$ cat src/rtl/jtopl_eg_pkg.sv
// Shared envelope-generator types and widths.
package jtopl_eg_pkg;
    typedef enum logic [1:0] {
        ATTACK  = 2'd0,
        DECAY   = 2'd1,
        SUSTAIN = 2'd2,
        RELEASE = 2'd3
    } eg_state_t;

    localparam int EG_CNT_W = 15;
    localparam int ATT_W    = 10;
    localparam int BRATE_W  = 5;
endpackage

$ cat src/rtl/jtopl_eg_ctrl_if.sv
// Register-file-side inputs and step-calculator-side outputs of the EG controller.
interface jtopl_eg_ctrl_if;
    import jtopl_eg_pkg::*;

    logic                cen;
    logic                zero;
    logic                keyon;
    logic [3:0]          arate;
    logic [3:0]          drate;
    logic [3:0]          rrate;
    logic [3:0]          sl;
    logic                eg_type;
    logic [ATT_W-1:0]    eg_in;
    logic [1:0]          state_out;
    logic [BRATE_W-1:0]  base_rate;
    logic                attack;
    logic                keyon_edge;
    logic [EG_CNT_W-1:0] eg_cnt;

    modport master (
        output cen, zero, keyon, arate, drate, rrate, sl, eg_type, eg_in,
        input  state_out, base_rate, attack, keyon_edge, eg_cnt
    );

    modport slave (
        input  cen, zero, keyon, arate, drate, rrate, sl, eg_type, eg_in,
        output state_out, base_rate, attack, keyon_edge, eg_cnt
    );
endinterface

$ cat src/rtl/jtopl_eg_slotmem.sv
// Slot-rotating storage: SLOTS-deep shift register advanced by cen.
module jtopl_eg_slotmem #(
    parameter int           SLOTS   = 18,
    parameter int           W       = 3,
    parameter logic [W-1:0] RST_VAL = '0
) (
    input  logic         clk,
    input  logic         rst,
    input  logic         cen,
    input  logic [W-1:0] din,
    output logic [W-1:0] dout
);
    logic [W-1:0] mem [SLOTS];

    always_ff @(posedge clk) begin
        if (rst) begin
            for (int i = 0; i < SLOTS; i++) mem[i] <= RST_VAL;
        end else if (cen) begin
            mem[0] <= din;
            for (int i = 1; i < SLOTS; i++) mem[i] <= mem[i-1];
        end
    end

    assign dout = mem[SLOTS-1];
endmodule

$ cat src/rtl/jtopl_eg_ctrl.sv
// EG controller: per-slot ADSR next-state, rate selection and global envelope counter.
module jtopl_eg_ctrl
    import jtopl_eg_pkg::*;
#(
    parameter int SLOTS = 18
) (
    input  logic            clk,
    input  logic            rst,
    jtopl_eg_ctrl_if.slave  eg
);
    localparam logic [2:0]          SLOT_RST = {1'b0, RELEASE};
    localparam logic [EG_CNT_W-1:0] CNT_ONE  = 1;

    logic [2:0]  old_q;
    logic [2:0]  new_d;
    logic        prev_kon;
    logic        kon_edge;
    eg_state_t   st_old;
    eg_state_t   st_new;
    logic [3:0]  rate;
    logic [4:0]  slv;

    jtopl_eg_slotmem #(
        .SLOTS   (SLOTS),
        .W       (3),
        .RST_VAL (SLOT_RST)
    ) u_slotmem (
        .clk  (clk),
        .rst  (rst),
        .cen  (eg.cen),
        .din  (new_d),
        .dout (old_q)
    );

    always_comb begin
        prev_kon = old_q[2];
        st_old   = eg_state_t'(old_q[1:0]);
        slv      = (eg.sl == 4'hf) ? 5'h1f : {1'b0, eg.sl};
        st_new   = st_old;
        kon_edge = 1'b0;
        // Key transitions outrank level-driven progress.
        if (eg.keyon && !prev_kon) begin
            st_new   = ATTACK;
            kon_edge = 1'b1;
        end else if (!eg.keyon && prev_kon) begin
            st_new = RELEASE;
        end else if (st_old == ATTACK && eg.eg_in == '0) begin
            st_new = DECAY;
        end else if (st_old == DECAY && eg.eg_in[ATT_W-1 -: 5] >= slv) begin
            st_new = SUSTAIN;
        end

        rate = 4'd0;
        case (st_new)
            ATTACK:  rate = eg.arate;
            DECAY:   rate = eg.drate;
            SUSTAIN: rate = eg.eg_type ? 4'd0 : eg.rrate;
            RELEASE: rate = eg.rrate;
            default: rate = 4'd0;
        endcase

        new_d = {eg.keyon, st_new};
    end

    always_ff @(posedge clk) begin
        if (rst) begin
            eg.state_out  <= RELEASE;
            eg.base_rate  <= '0;
            eg.attack     <= 1'b0;
            eg.keyon_edge <= 1'b0;
            eg.eg_cnt     <= '0;
        end else if (eg.cen) begin
            eg.state_out  <= st_new;
            eg.base_rate  <= (rate == 4'd0) ? '0 : {rate, 1'b0};
            eg.attack     <= (st_new == ATTACK);
            eg.keyon_edge <= kon_edge;
            if (eg.zero) eg.eg_cnt <= eg.eg_cnt + CNT_ONE;
        end
    end
endmodule

$ cat src/flat_wrapper.sv
// flat-port wrapper written by rule: the top's interface ports become plain ports
module jtopl_eg_ctrl_flat import jtopl_eg_pkg::*;
#(
    parameter int SLOTS = 18
)
  (clk, rst, eg_cen, eg_zero, eg_keyon, eg_arate, eg_drate, eg_rrate, eg_sl, eg_eg_type, eg_eg_in, eg_state_out, eg_base_rate, eg_attack, eg_keyon_edge, eg_eg_cnt);
  jtopl_eg_ctrl_if eg_i ();
  input  logic clk;
  input  logic rst;
  input wire logic [$bits(eg_i.cen)-1:0] eg_cen;
  input wire logic [$bits(eg_i.zero)-1:0] eg_zero;
  input wire logic [$bits(eg_i.keyon)-1:0] eg_keyon;
  input wire logic [$bits(eg_i.arate)-1:0] eg_arate;
  input wire logic [$bits(eg_i.drate)-1:0] eg_drate;
  input wire logic [$bits(eg_i.rrate)-1:0] eg_rrate;
  input wire logic [$bits(eg_i.sl)-1:0] eg_sl;
  input wire logic [$bits(eg_i.eg_type)-1:0] eg_eg_type;
  input wire logic [$bits(eg_i.eg_in)-1:0] eg_eg_in;
  output wire logic [$bits(eg_i.state_out)-1:0] eg_state_out;
  output wire logic [$bits(eg_i.base_rate)-1:0] eg_base_rate;
  output wire logic [$bits(eg_i.attack)-1:0] eg_attack;
  output wire logic [$bits(eg_i.keyon_edge)-1:0] eg_keyon_edge;
  output wire logic [$bits(eg_i.eg_cnt)-1:0] eg_eg_cnt;
  assign eg_i.cen = eg_cen;
  assign eg_i.zero = eg_zero;
  assign eg_i.keyon = eg_keyon;
  assign eg_i.arate = eg_arate;
  assign eg_i.drate = eg_drate;
  assign eg_i.rrate = eg_rrate;
  assign eg_i.sl = eg_sl;
  assign eg_i.eg_type = eg_eg_type;
  assign eg_i.eg_in = eg_eg_in;
  assign eg_state_out = eg_i.state_out;
  assign eg_base_rate = eg_i.base_rate;
  assign eg_attack = eg_i.attack;
  assign eg_keyon_edge = eg_i.keyon_edge;
  assign eg_eg_cnt = eg_i.eg_cnt;
  jtopl_eg_ctrl #(.SLOTS(SLOTS)) u_core (.clk(clk), .rst(rst), .eg(eg_i));
endmodule
$ cat config.mk
export PLATFORM = sky130hd
export DESIGN_NAME = jtopl_eg_ctrl_flat
export DESIGN_NICKNAME = d
export VERILOG_FILES = /design/src/rtl/jtopl_eg_pkg.sv /design/src/rtl/jtopl_eg_ctrl_if.sv /design/src/rtl/jtopl_eg_slotmem.sv /design/src/rtl/jtopl_eg_ctrl.sv /design/src/flat_wrapper.sv
export SDC_FILE = /design/constraint.sdc
export NUM_CORES = 1
export LEC_CHECK = 0
export CELL_PAD_IN_SITES_DETAIL_PLACEMENT = 1
export CELL_PAD_IN_SITES_GLOBAL_PLACEMENT = 1
export CORE_MARGIN = 5
export CORE_UTILIZATION = 35
export DETAILED_ROUTE_END_ITERATION = 10
export HOLD_SLACK_MARGIN = 0.03
export PLACE_DENSITY = 0.75
export RECOVER_POWER = 100
export SLEW_MARGIN = 5
export SYNTH_ARGS = -nofsm -noshare
export SYNTH_HDL_FRONTEND = slang
export SYNTH_SLANG_ARGS = --single-unit
$ cat constraint.sdc
create_clock -name clk -period 5.4 [get_ports clk]
set_clock_uncertainty 0.05 [all_clocks]
set_input_delay 1.62 -clock clk [delete_from_list [all_inputs] [get_ports clk]]
set_output_delay 1.62 -clock clk [all_outputs]
set_load 0.05 [all_outputs]
==> impl_metrics.json <==
{
  "post_route_cells_drive_above_1_share_pct": 7.14,
  "clkPwrFrac_pct": 33.5,
  "final_cycle_utilization_of_the_critical_path_pct": 76.0,
  "synth.yosys.warnings": 0,
  "worst_ep_arrival_time_ns": 4.01,
  "die_area_mm2": 0.0117,
  "avgRoutedWirePerCell_um": 15.1,
  "power.share.combinational_pct": 9.2,
  "routabilityCongestion": 0.778,
  "path_max_fanout": 54,
  "async_reset_ff_share_pct": 0,
  "cts-root-to-sink-buffers": 2,
  "totalNegativeSetupSlack_ns": 0,
  "num_vias": 2213,
  "clock_latency_ns": 0.34,
  "filler_cell_count": 984,
  "io_pins": 56,
  "globalRouteOverflowTotal": 0,
  "routed_wirelength_um": 7010,
  "antenna_found_initial": 0,
  "worst_path_max_delay_cell": "dlygate4sd3_1",
  "postSynthAreaPerCell_um2": 12.2,
  "tightest_slew_ns": 1.28,
  "layout.core_utilization_pct": 44.7,
  "slew_headroom_pct": 14.5,
  "p_int_uw": 855,
  "cts.repair.resized": 0,
  "grt_pass1_vias": 2321,
  "start_kind": "input pin",
  "clockRootBuffer": "clkbuf_8",
  "final_hold_viol_count": 0,
  "cellLeakagePower_nw": 1.40,
  "p_per_area_mw_per_mm2": 272,
  "post_cts_hold_fix_bufs": 0,
  "grt_first_pass_wirelength_um": 11500,
  "finish.net_count": 369,
  "crit_path_cell_trace": "dlygate4sd3_1 -> nor2_1 -> clkinv_1 -> clkbuf_2",
  "largest_cells_by_area_after_synthesis": "edfxtp_1, dfxtp_1, nand2b_1, and2_1, xor2_1",
  "timing.critical_path.required_ns": 5.30,
  "setup.worst_path.end_class": "register",
  "final.hold.worst_slack_ns": 0.454,
  "netSwitchingPower_uw": 281,
  "drc_errors": 0,
  "fmax_ghz": 0.244,
  "yosysTopAreaCell": "edfxtp_1",
  "fp.coreArea_mm2": 0.00933,
  "rsz0062_at_grt": "no",
  "critPathKind": "input pin to register",
  "timing.hold.worst.class": "register to register",
  "slowest_delay_ns": 1.07,
  "dieWidth_um": 108,
  "track_usage_pct": 12.7,
  "yosys_register_bits": 77,
  "cts_buffers": 9,
  "postRouteAntennaNets": 0,
  "tritoncts": "yes",
  "final_period_minus_worst_setup_slack_ns": 4.11,
  "post_synth_inst_count": 276,
  "post-cts-setup-buffer-count": 0,
  "rows": 35,
  "antennaDiodeCount": 0,
  "placedCellCount": 449,
  "ys.flop_type": "edfxtp_1",
  "status": "finished clean",
  "start_util_pct": 36.2,
  "drt_pass1_iterations": 4,
  "netSwitchingFraction_pct": 24.8,
  "detail_route.vias_per_cell": 4.76,
  "place.port_buffers": 54,
  "synthDistinctLibCells": 48,
  "clock_tree.htree_level_count": 3,
  "detail_placement_hpwl_um": 5010,
  "report.power.total_mw": 1.14,
  "floorplan.die.height_um": 108,
  "grt_max_degree": 55,
  "clk_pin_slew_worst_paths_ns": 0.08,
  "synth_nets": 314,
  "reg2reg_slack_ns": 3.11,
  "synth_area_mm2": 0.00338,
  "syn2layout_area_growth_pct": 23.4,
  "edff_count_synth": 54,
  "final-setup-viol-count": 0,
  "post_layout_nonfiller_instances": 465,
  "max_cap_viol_count": 0,
  "worst_ir_drop_vdd_mv": 0.129,
  "seq_area_frac_synth_pct": 61.6,
  "drt_iter0_markers": 134,
  "yosysTopAreaCellShare_pct": 48.0,
  "power.sequential.fraction_pct": 57.3,
  "slew_viol_final": 0,
  "clock_sinks": 77
}
==> synthesized netlist by cell type, types with 5 or more instances <==
cell and count:
a21oi_1 5, and2_1 18, clkbuf_1 8, dfxtp_1 23
edfxtp_1 54, ha_1 6, inv_1 7, nand2_1 16
nand2b_1 36, nand4_1 6, nor2_1 20, nor2b_1 5
o21ai_0 10, xor2_1 10
==> sequential cells by signal, summed over array words and instances (netlist names) <==
| register | count |
|---|---|
| u_core.u_slotmem.mem | 54 |
| u_core.eg.eg_cnt | 15 |
| u_core.eg.base_rate | 4 |
| u_core.eg.state_out | 2 |
| u_core.eg.attack | 1 |
| u_core.eg.keyon_edge | 1 |
==> path summary, 6_finish.rpt <==
check	from	endpoint	cells past startpoint
hold / removal	u_core.eg.eg_cnt[14]	u_core.eg.eg_cnt[14]	2
setup reg to reg	u_core.u_slotmem.mem[17][0]	u_core.eg.attack	6
hold reg to reg	u_core.eg.eg_cnt[14]	u_core.eg.eg_cnt[14]	2
setup / recovery	rst	u_core.u_slotmem.mem[3][1]	4
==> metrics by stage <==
| step | area [um^2] | setup slack (ns) |
|---|---|---|
| floorplan | 3380 | 2.03 |
| global placement | 4040 | 1.41 |
| detailed placement | 4040 | 1.36 |
| CTS | 4210 | 1.74 |
| global route | 4170 | 1.11 |
| finish | 4170 | 1.29 |
==> layout make-up <==
class / instances / area [um^2] / share of cell area (%)
clock buffer: 9 / 124 / 2.97
clock inverter: 7 / 48.8 / 1.17
sequential: 77 / 2080 / 49.9
timing repair buffer: 56 / 553 / 13.3
inverter: 7 / 26.3 / 0.630
tap: 129 / 161 / 3.87
multi-input combinational: 180 / 1170 / 28.2
==> placed cells by master, fill, tap and decap left out, drive strengths merged, types with 2 or more instances in the layout <==
cell type / n
a211o: 2
a21boi: 4
a21oi: 5
a311oi: 4
and2: 20
and4: 2
and4b: 2
clkbuf: 10
clkdlybuf4s50: 28
clkinv: 4
clkinvlp: 2
dfxtp: 23
dlygate4sd3: 26
edfxtp: 54
ha: 6
inv: 8
nand2: 17
nand2b: 36
nand3: 3
nand4: 7
nor2: 21
nor2b: 6
nor3: 2
nor3b: 4
nor4: 2
o21ai: 12
or3: 3
xnor2: 2
xor2: 10
==> metal layers <==
metal | vias up | part of all wire, % | global-route usage, %
li1 | 1077 | - | -
met1 | 1082 | 46 | 16.6
met2 | 48 | 48 | 20.1
met3 | 6 | 5.0 | 3.46
met4 | 0 | 1.3 | 4.60
met5 | - | 0 | 0
==> logic make-up after synthesis <==
group,after synthesis,share of synthesized area (%)
other,1,0.111
multiplexers,2,0.629
flip-flops,77,61.6
AO/OA/AOI/OAI,31,6.89
XOR/XNOR,12,3.11
adder cells (fa/ha/maj),6,2.22
buffers and inverters,19,2.55
AND/OR/NAND/NOR,128,22.9
==> power by group through the flow <==
| stage | clock [mW] | combinational (mW) | sequential, mW |
|---|---|---|---|
| final | 0.380 | 0.105 | 0.651 |
| after global routing | 0.429 | 0.115 | 0.652 |
| after CTS | 0.397 | 0.113 | 0.651 |
| after detailed placement | 0 | 0.112 | 0.664 |
| after global placement | 0 | 0.110 | 0.664 |
| after floorplan | 0 | 0.0477 | 0.680 |
==> worst max-delay path, delay by kind of cell <==
kind          cells  cell delay, ns
simple gates      1            0.24
buf+inv           3            2.10
(Power assumes the default switching activity.)
